File: config.mk
export PLATFORM = sky130hd
export DESIGN_NAME = imm_gen_pipe
export DESIGN_NICKNAME = d
export VERILOG_FILES = /design/src/rtl/imm_gen_pkg.sv /design/src/rtl/imm_decode.sv /design/src/rtl/imm_gen_pipe.sv
export SDC_FILE = /design/constraint.sdc
export NUM_CORES = 1
export LEC_CHECK = 0
export CORE_MARGIN = 2
export CORE_UTILIZATION = 50
export CTS_CLUSTER_DIAMETER = 200
export DETAILED_ROUTE_END_ITERATION = 8
export PLACE_DENSITY = 0.85
export SYNTH_ARGS = -nofsm -noshare
export SYNTH_HDL_FRONTEND = slang
export SYNTH_SLANG_ARGS = --single-unit
File: constraint.sdc
create_clock -name clk -period 8.21 [get_ports clk]
set_input_delay 2.0525 -clock clk [delete_from_list [all_inputs] [get_ports clk]]
set_output_delay 2.0525 -clock clk [all_outputs]
set_load 0.02 [all_outputs]
File: src/rtl/imm_gen_pkg.sv
// Shared opcodes, format codes and stat widths for the buffered immediate generator.
// Pure declarations: no latency, no flow control.
package imm_gen_pkg;

    localparam logic [6:0] OP_OP       = 7'b0110011;
    localparam logic [6:0] OP_OP32     = 7'b0111011;
    localparam logic [6:0] OP_LOAD     = 7'b0000011;
    localparam logic [6:0] OP_IMM      = 7'b0010011;
    localparam logic [6:0] OP_IMM32    = 7'b0011011;
    localparam logic [6:0] OP_JALR     = 7'b1100111;
    localparam logic [6:0] OP_SYSTEM   = 7'b1110011;
    localparam logic [6:0] OP_MISC_MEM = 7'b0001111;
    localparam logic [6:0] OP_STORE    = 7'b0100011;
    localparam logic [6:0] OP_BRANCH   = 7'b1100011;
    localparam logic [6:0] OP_LUI      = 7'b0110111;
    localparam logic [6:0] OP_AUIPC    = 7'b0010111;
    localparam logic [6:0] OP_JAL      = 7'b1101111;

    typedef enum logic [2:0] {
        FMT_R   = 3'd0,
        FMT_I   = 3'd1,
        FMT_S   = 3'd2,
        FMT_B   = 3'd3,
        FMT_U   = 3'd4,
        FMT_J   = 3'd5,
        FMT_ILL = 3'd7
    } fmt_e;

    localparam int STAT_ACC_W = 32;
    localparam int STAT_ILL_W = 16;

endpackage

File: src/rtl/imm_decode.sv
// Purpose: maps a raw RV32I/RV64I instruction word to its sign-extended immediate, format and illegal flag.
// Latency: purely combinational. Backpressure: none, no state.
module imm_decode
    import imm_gen_pkg::*;
#(
    parameter int XLEN = 64
) (
    input  logic [31:0]     instr,
    output logic [XLEN-1:0] imm,
    output fmt_e            fmt,
    output logic            illegal
);

    logic [31:0] imm32;
    logic        s;

    assign s = instr[31];

    always_comb begin
        imm32   = '0;
        fmt     = FMT_ILL;
        illegal = 1'b0;
        unique case (instr[6:0])
            OP_OP, OP_OP32: begin
                fmt = FMT_R;
            end
            OP_LOAD, OP_IMM, OP_IMM32, OP_JALR, OP_SYSTEM, OP_MISC_MEM: begin
                fmt   = FMT_I;
                imm32 = {{20{s}}, instr[31:20]};
            end
            OP_STORE: begin
                fmt   = FMT_S;
                imm32 = {{20{s}}, instr[31:25], instr[11:7]};
            end
            OP_BRANCH: begin
                fmt   = FMT_B;
                imm32 = {{19{s}}, s, instr[7], instr[30:25], instr[11:8], 1'b0};
            end
            OP_LUI, OP_AUIPC: begin
                fmt   = FMT_U;
                imm32 = {instr[31:12], 12'b0};
            end
            OP_JAL: begin
                fmt   = FMT_J;
                imm32 = {{11{s}}, s, instr[19:12], instr[20], instr[30:21], 1'b0};
            end
            default: begin
                fmt     = FMT_ILL;
                illegal = 1'b1;
            end
        endcase
    end

    // Every format keeps its sign in bit 31, so one extension step covers XLEN=32 and 64.
    assign imm = XLEN'($signed(imm32));

endmodule

File: src/rtl/imm_gen_pipe.sv
// Purpose: immediate decoder feeding a DEPTH-entry elastic buffer; IMM_GEN_PIPE_STATS_EN adds push/illegal counters.
// Latency: 1 cycle from accepted word to out_valid, no bypass.
// Backpressure: in_ready = (count < DEPTH) from registered count only; full buffer ignores in_valid.
module imm_gen_pipe
    import imm_gen_pkg::*;
#(
    parameter int XLEN  = 64,
    parameter int DEPTH = 2
) (
    input  logic            clk,
    input  logic            reset,
    input  logic            in_valid,
    output logic            in_ready,
    input  logic [31:0]     in_instr,
    output logic            out_valid,
    input  logic            out_ready,
    output logic [XLEN-1:0] out_imm,
    output logic [2:0]      out_fmt,
    output logic            out_illegal
`ifdef IMM_GEN_PIPE_STATS_EN
    ,
    output logic [STAT_ACC_W-1:0] stat_accepted,
    output logic [STAT_ILL_W-1:0] stat_illegal
`endif
);

    localparam int PW = (DEPTH > 1) ? $clog2(DEPTH) : 1;
    localparam int CW = $clog2(DEPTH + 1);
    localparam logic [PW-1:0] LAST = PW'(DEPTH - 1);

    typedef struct packed {
        logic [XLEN-1:0] imm;
        fmt_e            fmt;
        logic            illegal;
    } entry_t;

    entry_t          mem [DEPTH];
    entry_t          dec;
    entry_t          head;
    logic [PW-1:0]   wr_ptr;
    logic [PW-1:0]   rd_ptr;
    logic [CW-1:0]   count;
    logic            push;
    logic            pop;

    imm_decode #(.XLEN(XLEN)) u_dec (
        .instr   (in_instr),
        .imm     (dec.imm),
        .fmt     (dec.fmt),
        .illegal (dec.illegal)
    );

    assign in_ready  = (count < CW'(DEPTH));
    assign out_valid = (count != '0);
    assign push      = in_valid && in_ready;
    assign pop       = out_valid && out_ready;

    always_ff @(posedge clk or posedge reset) begin
        if (reset) begin
            wr_ptr <= '0;
            rd_ptr <= '0;
            count  <= '0;
        end else begin
            if (push) wr_ptr <= (wr_ptr == LAST) ? '0 : wr_ptr + 1'b1;
            if (pop)  rd_ptr <= (rd_ptr == LAST) ? '0 : rd_ptr + 1'b1;
            if (push && !pop)      count <= count + 1'b1;
            else if (pop && !push) count <= count - 1'b1;
        end
    end

    // Storage needs no reset: nothing is visible unless count says the slot is live.
    always_ff @(posedge clk) begin
        if (push) mem[wr_ptr] <= dec;
    end

    assign head        = mem[rd_ptr];
    assign out_imm     = out_valid ? head.imm : '0;
    assign out_fmt     = out_valid ? head.fmt : FMT_R;
    assign out_illegal = out_valid && head.illegal;

`ifdef IMM_GEN_PIPE_STATS_EN
    always_ff @(posedge clk or posedge reset) begin
        if (reset) begin
            stat_accepted <= '0;
            stat_illegal  <= '0;
        end else if (push) begin
            stat_accepted <= stat_accepted + 1'b1;
            if (dec.illegal && (stat_illegal != '1))
                stat_illegal <= stat_illegal + 1'b1;
        end
    end
`endif

endmodule

==> qor.csv <==
stage,metric,value,unit
setup_path,required,6160,ps
layout,area_growth,26.4,%
pwr,leakage,1.98,nW
detailed_routing,via_count,2628,
place,dp_hpwl,5.44,mm
floorplan,initial_core_util,51.1,%
setup_path,r2r_slack,6220,ps
synth,syn_nets,351,
layout,final_cells,487,
setup_path,crit_type,flip-flop to primary output,
synth,synthFlopType,edfxtp_1,
global_routing,track_usage,19.3,%
setup_path,r2r_cells,2,
timing,slew_viol_final,0,
clock_network,h-tree-depth,3,
detailed_routing,drt_iter0_drc,137,
hold_path,hold_end,count[0],
timing,setup_viol,0,
timing,tns,0,ps
setup_path,worst_path_largest_cell_delay,1070,ps
layout,antennaDiodeCount,0,
synth,yosys_register_bits,76,
synth,synth_most_common_cell,edfxtp_1,
detailed_routing,wirelength,8.06,mm
timing,fin_crit_sh,63.5,%
place,post-place-ws,3300,ps
timing,worst_slew_pin_slew,1160,ps
place,place_congestion,0.849,
floorplan,rows,32,
setup_path,startpoint_type,flip-flop,
synth,yosys_warnings,0,
pwr,ir_worst_vdd,0.000116,V
clock_network,clock_latency,340,ps
synth,yosys.area.top_type_share,55.4,%
synth,ys_top_cells_by_count,"edfxtp_1, nor2_1, buf_4",
synth,synth_edf_count,72,
floorplan,die_h,92.4,um
synth,ys_types,43,
detailed_routing,avgRoutedWirePerCell,16.5,um
layout,final_nets,418,
layout,drive_above_1_share,10.1,%
setup_path,worst_setup_path_end_kind,primary output,
clock_network,hold_buffers,0,
setup_path,cpMaxStageDelayCell,dfrtp_2,
floorplan,die_area,0.00853,sq mm
hold_path,holdPathStages,1,
global_routing,grt_overflow,0,
synth,synth_area_leaders,"edfxtp_1, mux2i_1, buf_4",
synth,yosysSeqAreaShare,57.9,%
synth,async_flop_share,5.26,%
place,port_buffers,105,
clock_network,clockBufferDepth,2,
clock_network,cts_sinks,76,
detailed_routing,firstDrtPassIters,4,
synth,syn_area_per_cell,12.4,sq um
synth,synthCells,314,
detailed_routing,post-route-drc-count,0,
status,status,finished clean,
run,drv_cap,0,
floorplan,coreArea,0.00765,sq mm
clock_network,cts_tree,yes,
floorplan,ioPinCount,106,
clock_network,cts.repair.resized,0,
timing,worst_clock_skew,5.73,ps
setup_path,crit_chain,mux2i_1 > nor2_2 > clkdlybuf4s50_1,
detailed_routing,final_antenna_net_count,0,
layout,multi_input_area,0.00127,sq mm
timing,max_slew_margin,22.2,%
clock_network,cts.reportedPaths.clkPinSlew,70,ps
layout,seqCellArea,0.00226,sq mm
hold_path,hold_start,count[0],
floorplan,die_w,92.4,um
timing,hold_viol,0,
global_routing,antenna_found_initial,0,
pwr,p_per_area,343,mW/mm^2
global_routing,grt_pass1_wl,12.5,mm
clock_network,root_buffer,clkbuf_8,
clock_network,cts_made_buffers,9,
hold_path,hold_path_class,flip-flop to flip-flop,
layout,final_util,64.5,%
timing,setup_slack,2990,ps
setup_path,reg2reg_to,mem[0][24],
global_routing,grt_pass1_vias,2489,
synth,netlist_area,0.00390,sq mm
detailed_routing,vias_per_cell,5.40,
synth,yosys.area.top_type,edfxtp_1,
timing,rsz0062_at_grt,no,
setup_path,startpoint,rd_ptr,
clock_network,post_cts_buffers,0,
layout,num-fill-cells,578,
setup_path,reg2reg_from,count[1],
place,place_inst,472,
setup_path,cp.arrival,3160,ps
global_routing,grt_max_degree,38,
timing,fmax,192,MHz
setup_path,crit_fanout,37,
timing,post-route-min-period,5220,ps
[worst max-delay path, delay by kind of cell, from the launching register on]
kind / cells / cell delay [ps]
simple gates: 1 / 770
flops: 1 / 1070
buf+inv: 1 / 770
mux: 1 / 200
[cells in the final DEF, fill, tap and decap left out, drive strengths merged, types with 2 or more instances in the layout]
cell type	instances
a21o	13
a21oi	10
a22o	5
a31oi	2
a41o	8
and2	3
and3	7
and3b	2
buf	2
clkbuf	9
clkdlybuf4s50	105
clkinv	4
dfrtp	4
edfxtp	72
inv	8
mux2i	36
nand2	7
nand2b	2
nand3	4
nor2	47
nor2b	3
nor4	2
o21ai	11
xnor2	3
xor2	2
[worst max path at each step]
stage,endpoint
4_1_cts,out_imm[36]
3_3_place_gp,out_imm[45]
6_report,out_imm[38]
5_1_grt,out_imm[36]
2_1_floorplan,out_imm[32]
3_5_place_dp,out_imm[36]
[per-layer routing]
layer | routed length [um] | share of wire (%) | GRT usage, %
met1 | 3260 | 40 | 23.8
met2 | 4090 | 51 | 33.3
met3 | 605 | 7.5 | 4.72
met4 | 96 | 1.2 | 6.47
met5 | 0 | 0 | 0
[layout make-up]
class | count | share of cell area, %
flip-flops and latches | 76 | 45.9
multi-input cells | 179 | 25.7
repair buffers | 107 | 21.6
well taps | 102 | 2.59
clock buffers | 9 | 2.51
clock inverters | 6 | 1.14
inverters | 8 | 0.609
[report_power, final]
part	switching (mW)	internal, mW
sequential	0.0666	0.501
combinational	0.450	0.406
clock	0.132	0.136
[cells by family after synthesis]
| kind of cell | Yosys count | share of synthesized area (%) |
|---|---|---|
| mux | 36 | 9.23 |
| compound gates | 57 | 11.5 |
| flops | 76 | 57.9 |
| xor+xnor | 5 | 1.12 |
| simple gates | 80 | 9.96 |
| buf+inv | 59 | 9.93 |
| fa+ha+maj | 1 | 0.320 |
[sequential cells by signal, indices dropped and copies added (netlist names)]
register	cells
rd_ptr	1
count	2
wr_ptr	1
mem	72
[metrics by stage]
| stage | hold WS [ps] | area, sq um | power (mW) |
|---|---|---|---|
| after floorplan | 455 | 3910 | 1.14 |
| after global placement | 516 | 4750 | 1.43 |
| after detailed placement | 537 | 4750 | 1.44 |
| after CTS | 548 | 4930 | 1.70 |
| after global routing | 551 | 4930 | 1.77 |
| final | 548 | 4930 | 1.69 |
No activity file was read; power rests on OpenSTA's default activity.
